--- src/rtl/button_event_gen.sv ---
// button_event_gen
//   Turns the debounced level of one push-button into single-cycle event
//   pulses for the clock/calendar setting logic. There is one instance per
//   button.
//
//   Events produced:
//     - a step on every press,
//     - a short pulse on release before the long threshold,
//     - a long pulse when the hold time reaches LONG_CYCLES,
//     - optional auto-repeat steps every REPEAT_CYCLES in the long-hold state.
//
//   Optional feature: define BTN_AUTOREPEAT_EN to enable auto-repeat.
//   Without it, the LONG state only waits for release and REPEAT_CYCLES is
//   unused.
//
//   Ports:
//     clk_i    system clock
//     rst_i    asynchronous active-high reset
//     btn_i    debounced button level, synchronous to clk_i, 1 = pressed
//     step_o   one-cycle pulse on press (plus auto-repeat pulses)
//     short_o  one-cycle pulse on release before the long threshold
//     long_o   one-cycle pulse when the long threshold is reached
//     held_o   level, high while a press is in progress
module button_event_gen #(
  parameter int unsigned LONG_CYCLES   = 100_000_000,
  parameter int unsigned REPEAT_CYCLES = 20_000_000,
  parameter int unsigned CTR_W         = 27
) (
  input  logic clk_i,
  input  logic rst_i,
  input  logic btn_i,
  output logic step_o,
  output logic short_o,
  output logic long_o,
  output logic held_o
);

  // Elaboration-time parameter sanity checks.
  if (LONG_CYCLES < 2) begin : g_chk_long_min
    $error("LONG_CYCLES must be >= 2");
  end
  if (REPEAT_CYCLES < 2) begin : g_chk_rep_min
    $error("REPEAT_CYCLES must be >= 2");
  end
  if (((LONG_CYCLES - 1) >> CTR_W) != 0) begin : g_chk_long_fit
    $error("CTR_W too narrow for LONG_CYCLES");
  end
  if (((REPEAT_CYCLES - 1) >> CTR_W) != 0) begin : g_chk_rep_fit
    $error("CTR_W too narrow for REPEAT_CYCLES");
  end

  localparam logic [CTR_W-1:0] LONG_LAST = CTR_W'(LONG_CYCLES - 1);
`ifdef BTN_AUTOREPEAT_EN
  localparam logic [CTR_W-1:0] REPEAT_LAST = CTR_W'(REPEAT_CYCLES - 1);
`endif

  typedef enum logic [1:0] {
    IDLE  = 2'd0,
    PRESS = 2'd1,
    LONG  = 2'd2
  } state_t;

  state_t             state;
  logic [CTR_W-1:0]   ctr;
  logic               btn_prev_r;
  logic               rise;

  // Only rising edges start a press. A release is detected from the level
  // directly, so the falling-edge term is not needed.
  assign rise = btn_i & ~btn_prev_r;

  // btn_prev_r resets to 1 so that a button held across reset release is
  // ignored until it has been released and pressed again.
  always_ff @(posedge clk_i or posedge rst_i) begin
    if (rst_i) begin
      state      <= IDLE;
      ctr        <= '0;
      btn_prev_r <= 1'b1;
      step_o     <= 1'b0;
      short_o    <= 1'b0;
      long_o     <= 1'b0;
      held_o     <= 1'b0;
    end else begin
      btn_prev_r <= btn_i;
      step_o     <= 1'b0;
      short_o    <= 1'b0;
      long_o     <= 1'b0;
      case (state)
        IDLE: begin
          if (rise) begin
            state  <= PRESS;
            ctr    <= '0;
            step_o <= 1'b1;
            held_o <= 1'b1;
          end
        end
        PRESS: begin
          // A release on the threshold edge wins over the long event.
          if (!btn_i) begin
            state   <= IDLE;
            short_o <= 1'b1;
            held_o  <= 1'b0;
          end else if (ctr == LONG_LAST) begin
            state  <= LONG;
            ctr    <= '0;
            long_o <= 1'b1;
          end else begin
            ctr <= ctr + CTR_W'(1);
          end
        end
        LONG: begin
          if (!btn_i) begin
            state  <= IDLE;
            held_o <= 1'b0;
          end
`ifdef BTN_AUTOREPEAT_EN
          else if (ctr == REPEAT_LAST) begin
            ctr    <= '0;
            step_o <= 1'b1;
          end else begin
            ctr <= ctr + CTR_W'(1);
          end
`endif
        end
        default: begin
          state  <= IDLE;
          held_o <= 1'b0;
        end
      endcase
    end
  end

endmodule

--- config.mk ---
export PLATFORM = sky130hd
export DESIGN_NAME = button_event_gen
export DESIGN_NICKNAME = d
export VERILOG_FILES = /design/src/rtl/button_event_gen.sv
export SDC_FILE = /design/constraint.sdc
export NUM_CORES = 1
export LEC_CHECK = 0
export ABC_CLOCK_PERIOD_IN_PS = 2100
export CAP_MARGIN = 40
export CORE_MARGIN = 2
export CORE_UTILIZATION = 45
export CTS_BUF_LIST = sky130_fd_sc_hd__clkbuf_4 sky130_fd_sc_hd__clkbuf_8 sky130_fd_sc_hd__clkbuf_16
export CTS_CLUSTER_DIAMETER = 150
export DETAILED_ROUTE_END_ITERATION = 10
export PLACE_DENSITY_LB_ADDON = 0.12
export REMOVE_ABC_BUFFERS = 1
export SLEW_MARGIN = 30
export SYNTH_ARGS = -nofsm -noshare
export SYNTH_HDL_FRONTEND = slang
export SYNTH_SLANG_ARGS = --single-unit
export TNS_END_PERCENT = 20
--- constraint.sdc ---
create_clock -name clk_i -period 2.1 [get_ports clk_i]
set_input_delay 0.525 -clock clk_i [delete_from_list [all_inputs] [get_ports clk_i]]
set_output_delay 0.525 -clock clk_i [all_outputs]
set_load 0.005 [all_outputs]
# --- Yosys cells after proc, flatten, opt, wreduce, memory -nomap -nowiden ---
# Index checks and enable logic that the tools add are counted.
classes:
  muxes: 19
  eq_ne: 8
  reduce_logical: 6
  order_cmp: 0
  n_mul: 0
  add_sub_neg: 1
  n_div: 0
  shift: 0
  bitwise_logic: 2
op_table:
  columns: ["operator", "count"]
  rows:
  - ["27-bit two-way mux", 3]
  - ["27-bit one-hot mux with 2 select lines", 1]
  - ["27-bit by 1-bit adder with 27-bit output, second input constant", 1]
  - ["27-bit == test, second input constant", 1]
  - ["1-bit two-way mux", 9]
  - ["2-bit two-way mux", 4]
  - ["2-bit != test, second input constant", 4]
  - ["2-bit one-hot mux with 3 select lines", 1]
  - ["3-bit AND reduction", 2]
  - ["3-bit != test, second input constant", 1]
  - ["2-bit by 1-bit == test with 1-bit output, second input constant", 1]
  - ["2-bit == test, second input constant", 1]
  - ["2-bit logical NOT", 1]
  - ["1-bit one-hot mux with 2 select lines", 1]
  - ["2-bit AND reduction", 1]
  - ["2-bit nonzero test", 1]
  - ["2-bit OR reduction", 1]
  - ["1-bit AND", 1]
  - ["1-bit inverter", 1]
word_totals:
  ramBits: 0
  latchBits: 0
  reg_bits: 34
  mem_count: 0
  romBits: 0
  word_cells: 43

# --- Longest topological paths before layout ---
# Gate-level depths: netlist of the first run.
depth:
  depth_word: 4
  ltp_mapped: 8
  ltp_nobuf: 7

# --- Worst setup path after synthesis of the first run ---
# No wires, ideal clock.
synth_path:
  path_type: "register -> register"
  from: "register ctr[8]"
  to: "register ctr[3]"
  setup_slack_ps: 194
  stages_incl_launch_ff: 7
  arrival_time_ps: 1774
  path_buffers: 1
  cell_sequence: "dfrtp_1 -> or4_4 -> nor4_4 -> a21oi_1 -> buf_2 -> a31oi_1 -> a31oi_1"
synth_via:
  elab_chain_len: 4
synth_rtl:
  columns: ["element", "line", "text"]
  rows:
  - ["start: declaration", "64", "logic [CTR_W-1:0] ctr;"]
  - ["start signal: assignment", "108", "ctr <= ctr + CTR_W'(1);"]
  - ["27-bit == test", "103", "end else if (ctr == LONG_LAST) begin"]
  - ["27-bit two-way mux", "103", null]
  - ["27-bit two-way mux", "99", "if (!btn_i) begin"]
  - ["27-bit one-hot mux with 2 select lines", "88", "case (state)"]
# Every way passes these cells. The select of a mux whose other input is x is not followed.
# A chain may end at the register's enable or synchronous reset.

# --- Worst setup path in the final report of the first run ---
layout_path:
  from: "register ctr[8]"
  to: "register ctr[17]"
layout_via:
  elab_chain_len: 4
layout_rtl:
  columns: ["element", "line"]
  rows:
  - ["27-bit by 1-bit adder with 27-bit output / 27-bit == test (equally long branches)", "108, 103"]
  - ["27-bit two-way mux (*)", "103"]
  - ["27-bit two-way mux (*)", "99"]
  - ["27-bit one-hot mux with 2 select lines (*)", "88"]
# Every way passes the cells marked *; elsewhere a longest branch is shown, timed or not. The select of a mux whose other input is x is not followed.

==> reports/metrics.csv, run 1 <==
stage,metric,value,unit
synth,Syn Inst Count,205,
critical_path,worst reg2reg path depth,7,
clocking,CTS tree,yes,
critical_path,Worst EP required,2280,ps
layout,Register Area,853,um^2
layout,nets,246,
synth,Mean Syn Cell Area,9.22,um^2
critical_path,RR Endpoint,ctr[17],
sta,crit path time final,2030,ps
routing,Total Routed Length,4530,um
synth,share of the synthesized area in the top cell type,43.7,%
critical_path,FF-to-FF setup slack,70,ps
synth,cell taking the most area after synthesis,dfrtp_1,
synth,Synth Register Bits,34,
clocking,TritonCTS Buffers,5,
synth,Post-Synth Simple-Gate Area,28.9,%
clocking,H-tree Lvls,2,
sta,Clock Skews,8.32,ps
floorplanning,Initial Utilization,46.9,%
clocking,CTS max path bufs,2,
layout,"commonest non-fill, non-tap cells in the layout","dfrtp_1, buf_4, nor2_1",
global_route,Tot GR Track Use,22.7,%
sta,final worst path period share,96.7,%
clocking,Worst-path clk slew,70,ps
clocking,Skew-Pair Late Insertion Delay,290,ps
critical_path,CP max stage delay,550,ps
layout,Fillers,344,
synth,complex-gate fraction of the synthesized area,13.8,%
global_route,vias in the first global route,1681,
power_and_ir_drop,pwr dens,917,nW/um^2
critical_path,crit-path cells,or4_4 > nor4_4 > buf_4 > a21boi_4 > nor2_2 > buf_12 > nor2_1,
power_and_ir_drop,cell-internal power,1.35,mW
floorplanning,Placement Rows,23,
routing,metal2 WL,2200,um
routing,detailed-route vias per instance,5.87,
sta,max-slew violation count,0,
routing,total number of vias,1702,
power_and_ir_drop,worst vdd ir,0.000603,V
hold_path,hold endpoint,ctr[8],
routing,DRT Pass-1 Iters,4,
routing,antenna-violating nets left,0,
global_route,first-pass GRT wire length,7850,um
layout,layout cells sized above 1,20.8,%
routing,Routed WL per cell,15.6,um
critical_path,Worst Path Max Fanout,12,
synth,Async SR Flop Fraction,100,%
hold_path,Min-Delay Path Depth,1,
hold_path,worst hold path class,reg -> reg,
synth,"EDFF count, synth",0,
sta,maximum clock rate,492,MHz
layout,"commonest non-fill, non-tap cell in the layout",dfrtp_1,
synth,sequential share of the synthesized area,45.1,%
clocking,Sinks on Clock Net,34,
sta,Hold WS,526,ps
layout,Area growth syn-to-layout,23.0,%
floorplanning,IO Pins,7,
routing,routed wl met3,207,um
synth,library cells used by synthesis,46,
global_route,GRT overflow,0,
placed_design,Placer Congestion,0.900,
sta,worst setup margin,68.8,ps
power_and_ir_drop,Pleak,1.04,nW
routing,DRC violations left,0,
placed_design,placed cell areas,2170,um^2
critical_path,critical path endpoint category,flip-flop,
sta,setup violators final,0,
synth,synth top area cells,"dfrtp_1, a31oi_1, nand3_1",
status,outcome,"finished, final reports clean",
synth,post-synthesis xor/xnor area fraction,4.64,%
power_and_ir_drop,Reg power frac,38.4,%
floorplanning,Chip Width,68.8,um
power_and_ir_drop,Logic pwr share,39.4,%
global_route,largest net degree at the start of global routing,35,
synth,Synth Flop Type,dfrtp_1,
routing,DR iter-0 viols,227,
critical_path,"Arr. time, crit path",2210,ps
critical_path,RR Startpoint,ctr[8],
placed_design,pre-CTS setup slack,-225,ps
floorplanning,die area,4730,um^2
flow_run,max cap viols,0,
synth,adder-cell share of the synthesized area,2.65,%
synth,post-synthesis mux area share,1.06,%
sta,Worst Tran Pin Value,478,ps
placed_design,dpl hpwl,3270,um
placed_design,Port Buffers,6,
power_and_ir_drop,Design Power,2.13,mW
power_and_ir_drop,fraction of power spent switching nets,36.8,%
hold_path,hold path startpoint,ctr[8],
critical_path,type of element launching the critical path,flip-flop,
synth,Yosys warning total,0,
sta,final hold violations,0,
layout,multi-input logic area,997,um^2
routing,top sig layer,met4,
global_route,initial antenna violation count,0,
critical_path,"slowest stage cell, crit path",or4_4,
synth,"Cell Area, Synth",1890,um^2
layout,ant diodes,0,
synth,largest family of logic cells by synthesized area,simple AND/OR/NAND/NOR gates,
power_and_ir_drop,part of the power in the clock network,22.1,%
routing,WL met1,2030,um
sta,Worst slew margin,67.9,%
clocking,CTS root buf,clkbuf_8,
floorplanning,Die Ht,68.8,um
floorplanning,core area,4030,um^2
power_and_ir_drop,Sw Pwr,786,uW
critical_path,Setup CP Type,reg -> reg,
layout,final instance area,2320,um^2
-- synthesized netlist by cell type (3+ instances only) --
master / instances
ha_1: 4
nor2_1: 21
nand2b_1: 7
a31oi_1: 15
o21ai_0: 4
nand2_1: 19
and3_1: 4
nand4_1: 10
nand3_1: 18
buf_2: 3
xor2_1: 10
nor3_1: 5
dfrtp_1: 33
a21oi_1: 7
inv_1: 9
-- timing repair --
action,CTS,global route
cloned,0,0
pin swaps,1,2
gates resized for setup,1,5
buffers inserted,1,3
hold buffers,0,0
endpoints found under the setup margin,24,26
-- cell families (layout without fill, tap and decap cells) --
| logic type | count (synthesis) | in the layout |
|---|---|---|
| fa+ha+maj | 4 | 4 |
| flops | 34 | 34 |
| mux | 2 | 2 |
| compound gates | 40 | 40 |
| xor+xnor | 10 | 10 |
| buf+inv | 15 | 50 |
| simple gates | 100 | 100 |
-- registers in the layout, indices dropped and copies added (netlist names) --
register and cells:
step_o 1, short_o 1, ctr 27, btn_prev_r 1, state 2, long_o 1
held_o 1
-- worst max-delay path, delay by kind of cell (launching register included) --
family                 cells  cell delay (ps)
AND/OR/NAND/NOR            4             1070
flip-flops                 1              430
buffers and inverters      2              320
AO/OA/AOI/OAI              1              100
-- through the flow --
stage	util (%)	setup TNS, ps	cells
floorplan	-	-27.7	199
global route	57.7	-2.38	290
CTS	56.5	0	287
finish	57.7	0	290
global placement	53.9	-831	278
detailed placement	53.9	-1620	278
-- layout make-up --
| cell class | instances | area share, % |
|---|---|---|
| Inverter | 9 | 1.45 |
| Sequential cell | 34 | 36.7 |
| Clock inverter | 2 | 0.431 |
| Multi-Input combinational cell | 156 | 42.9 |
| Timing Repair Buffer | 33 | 12.5 |
| Tap cell | 50 | 2.69 |
| Clock buffer | 6 | 3.28 |
-- worst max-delay path by stage --
stage / slack, ps / to / start / cells after the start
2_1_floorplan: -30 / ctr[26] / state[0] / 7
3_3_place_gp: -130 / ctr[25] / btn_i / 6
3_5_place_dp: -230 / ctr[25] / btn_i / 6
4_1_cts: 10 / ctr[7] / ctr[10] / 6
5_1_grt: -2 / ctr[7] / ctr[8] / 7
6_report: 70 / ctr[17] / ctr[8] / 7
-- power groups by stage --
stage               Combinational (mW)  Sequential [mW]  Clock, mW
CTS                              0.811            0.818      0.483
detailed placement               0.806            0.828          0
global placement                 0.783            0.824          0
floorplan                        0.450            0.828          0
global route                     0.937            0.831      0.516
finish                           0.841            0.820      0.472
-- metal layers --
| metal | track usage, % | vias up |
|---|---|---|
| met3 | 5.68 | 10 |
| li1 | - | 810 |
| met2 | 33.9 | 55 |
| met4 | 9.80 | 0 |
| met1 | 31.3 | 827 |
| met5 | 0 | - |
(Power assumes the default switching activity.)
==> run 2: changes to the inputs <==
--- a/config.mk
+++ b/config.mk
@@ -5,11 +5,12 @@
 export SDC_FILE = /design/constraint.sdc
 export NUM_CORES = 1
 export LEC_CHECK = 0
+export ABC_AREA = 1
 export ABC_CLOCK_PERIOD_IN_PS = 2100
 export CAP_MARGIN = 40
 export CORE_MARGIN = 2
-export CORE_UTILIZATION = 45
-export CTS_BUF_LIST = sky130_fd_sc_hd__clkbuf_4 sky130_fd_sc_hd__clkbuf_8 sky130_fd_sc_hd__clkbuf_16
+export CORE_UTILIZATION = 35
+export CTS_BUF_LIST = sky130_fd_sc_hd__clkbuf_8
 export CTS_CLUSTER_DIAMETER = 150
 export DETAILED_ROUTE_END_ITERATION = 10
 export PLACE_DENSITY_LB_ADDON = 0.12
==> run 2 against run 1 <==
Compared with the run above: clock skew is 1.6 ps higher; register-to-register slack improved by 210 ps; global-route usage shrank 5.5 points; critical path type is now in -> reg; largest cell class unchanged; largest power group is now sequential cells.
==> reports/metrics.csv, run 2 <==
stage,metric,value,unit,change
floorplanning,die area,6790,um^2,+43%
clocking,Sinks on Clock Net,34,,unchanged
floorplanning,Die Ht,82.4,um,+20%
synth,share of the synthesized area in the top cell type,38.4,%,-5.3 points
power_and_ir_drop,Sw Pwr,713,uW,-9.2%
layout,Fillers,596,,+73%
sta,final worst path period share,87.6,%,-9.1 points
layout,"commonest non-fill, non-tap cells in the layout","nand2_1, nor2_1, inv_1",,
power_and_ir_drop,pwr dens,795,nW/um^2,-13%
global_route,initial antenna violation count,0,,unchanged
power_and_ir_drop,fraction of power spent switching nets,37.0,%,+0.16 points
floorplanning,Chip Width,82.4,um,+20%
routing,Routed WL per cell,12.8,um,-18%
layout,biggest regs,"ctr: 27 flops, state: 2 flops",,
routing,antenna-violating nets left,0,,unchanged
sta,setup violators final,0,,unchanged
routing,detailed-route vias per instance,4.65,,-21%
synth,Synth Flop Type,dfrtp_1,,
placed_design,Port Buffers,6,,unchanged
flow_run,max cap viols,0,,unchanged
clocking,H-tree Lvls,2,,unchanged
sta,max-slew violation count,0,,unchanged
critical_path,crit-path cells,clkdlybuf4s50_1 > nand2_1 > nand2_1 > nand2_2 > inv_2 > nand2_4 > clkinv_4 > nor2_1,,
routing,Total Routed Length,5120,um,+13%
synth,Yosys warning total,0,,unchanged
sta,final hold violations,0,,unchanged
power_and_ir_drop,worst vdd ir,0.000455,V,-25%
power_and_ir_drop,cell-internal power,1.21,mW,-9.8%
clocking,post-CTS setup buffer count,0,,-1
critical_path,type of element launching the critical path,primary input,,
synth,"top cells by count, synth","nand2_1, nor2_1, inv_1",,
status,outcome,"finished, final reports clean",,
power_and_ir_drop,Reg power frac,39.7,%,+1.3 points
sta,Clock Skews,9.94,ps,+1.61 ps
routing,DRT Pass-1 Iters,5,,+1
synth,Mean Syn Cell Area,7.03,um^2,-24%
layout,ant diodes,0,,unchanged
critical_path,CP most frequent cell,nand2_1,,
critical_path,CP max stage delay,540,ps,about the same
routing,total number of vias,1866,,+9.6%
synth,Async SR Flop Fraction,100,%,unchanged
sta,Hold WS,503,ps,-22.5 ps
critical_path,Worst EP required,2280,ps,about the same
synth,"count leader, synth",nand2_1,,
clocking,cts repair resizes,0,,-1
synth,synth top area cells,"dfrtp_1, nand2_1, nor2_1",,
clocking,"Hold-fix buffers, CTS",0,,unchanged
routing,DR iter-0 viols,95,,-58%
floorplanning,Placement Rows,28,,+22%
sta,crit path time final,1840,ps,-192 ps
sta,maximum clock rate,544,MHz,+10%
synth,"EDFF count, synth",0,,unchanged
placed_design,placed cell count,393,,+41%
placed_design,dpl hpwl,3790,um,+16%
clocking,Skew-Pair Late Insertion Delay,290,ps,about the same
synth,cell taking the most area after synthesis,dfrtp_1,,
layout,largest register by flop count,ctr,,
sta,Worst Tran Pin Value,457,ps,-20.1 ps
clocking,CTS tree,yes,,
clocking,Worst-path clk slew,80,ps,about the same
hold_path,worst hold path class,reg -> reg,,
power_and_ir_drop,Pleak,1.22,nW,+18%
critical_path,Worst Path Max Fanout,18,,+6
synth,"Cell Area, Synth",2150,um^2,+14%
clocking,TritonCTS Buffers,5,,unchanged
sta,Setup TNS,0,ps,unchanged
layout,Area growth syn-to-layout,12.7,%,
global_route,vias in the first global route,1741,,+3.6%
power_and_ir_drop,part of the power in the clock network,26.1,%,+4.0 points
clocking,CTS root buf,clkbuf_8,,
global_route,first-pass GRT wire length,8630,um,+10%
global_route,Tot GR Track Use,17.2,%,-5.5 points
layout,Register Area,852,um^2,-0.15%
critical_path,"slowest stage cell, crit path",clkdlybuf4s50_1,,
power_and_ir_drop,Logic pwr share,34.2,%,-5.2 points
synth,sequential share of the synthesized area,39.6,%,-5.5 points
floorplanning,IO Pins,7,,unchanged
synth,Syn Inst Count,306,,+49%
placed_design,Placer Congestion,0.856,,-4.8%
layout,count of non-filler cells in the finished layout,401,,+38%
critical_path,critical path endpoint category,flip-flop,,
floorplanning,Initial Utilization,36.3,%,-11 points
layout,"commonest non-fill, non-tap cell in the layout",nand2_1,,
routing,DRC violations left,0,,unchanged
global_route,largest net degree at the start of global routing,35,,unchanged
layout,multi-input logic area,1100,um^2,+11%
critical_path,Setup CP Type,in -> reg,,
sta,RSZ-0062 raised after global routing,no,,
critical_path,"Arr. time, crit path",2020,ps,-190 ps
layout,nets,332,,+35%
floorplanning,core area,5920,um^2,+47%
synth,Synth Register Bits,34,,unchanged
layout,max reg flops,27,,unchanged
layout,layout cells sized above 1,11.7,%,-9.2 points
clocking,CTS max path bufs,2,,unchanged
synth,library cells used by synthesis,26,,-43%
sta,Worst slew margin,69.5,%,+1.6 points
global_route,GRT overflow,0,,unchanged
[run 2: changes by cell type after synthesis, sizes merged, moves of 4 or more]
cell	before	now
inv	9	38
nand4	11	7
nand2	20	99
nand2b	7	0
xnor2	0	4
xor2	10	4
and3	4	0
nand3	18	28
a31oi	15	0
nor2	22	61
[run 2: final cells by class]
type	count	area share [%]
Multi-Input combinational cell	229	45.5
Clock inverter	2	0.310
Timing Repair Buffer	16	5.57
Sequential cell	34	35.1
Clock buffer	6	3.41
Tap cell	75	3.87
Inverter	39	6.24
[run 2: critical path, delay by kind of cell]
kind | cells | cell delay, ps
and+or+nand+nor | 5 | 490
buffers and inverters | 3 | 990
[run 2: routing by layer]
layer | global-route usage (%) | up-vias | wire length (um) | part of all wire, %
met1 | 24.0 | 832 | 2510 | 49
met3 | 3.37 | 4 | 248 | 4.8
met4 | 6.50 | 0 | 55 | 1.1
li1 | - | 988 | - | -
met2 | 26.1 | 42 | 2310 | 45
met5 | 0 | - | 0 | 0
[run 2: cell families after synthesis]
logic type,Yosys count,synth area share (%)
simple gates,206,43.0
buf+inv,43,9.13
flops,34,39.6
fa+ha+maj,4,2.33
xor+xnor,8,3.26
compound gates,11,2.68
[run 2: final timing paths]
kind	start	endpoint	slack (ps)	cells after the start
worst max register to register	state[1]	ctr[19]	280	9
worst min register to register	held_o	held_o	500	2
worst max-delay path	btn_i	ctr[19]	260	8
worst min-delay path	held_o	held_o	500	2
max in group asynchronous	rst_i	btn_prev_r	1120	3
min in group asynchronous	rst_i	ctr[21]	640	3
[run 2: power by group through the flow]
stage	Combinational (mW)	Sequential [mW]	Clock, mW
after floorplan	0.408	0.769	0
after global placement	0.669	0.775	0
after detailed placement	0.667	0.776	0
after CTS	0.671	0.764	0.523
after global routing	0.752	0.773	0.558
final	0.659	0.765	0.504
[run 2: stage by stage]
stage / utilization, % / power, mW / instance area [um^2] / setup WS [ps]
global placement: 39.4 / 1.44 / 2330 / -5.53
detailed placement: 39.4 / 1.44 / 2330 / -46.6
floorplan: - / 1.18 / 2110 / 286
CTS: 41.0 / 1.96 / 2420 / 258
global route: 41.0 / 2.08 / 2420 / 90.5
finish: 41.0 / 1.93 / 2420 / 260
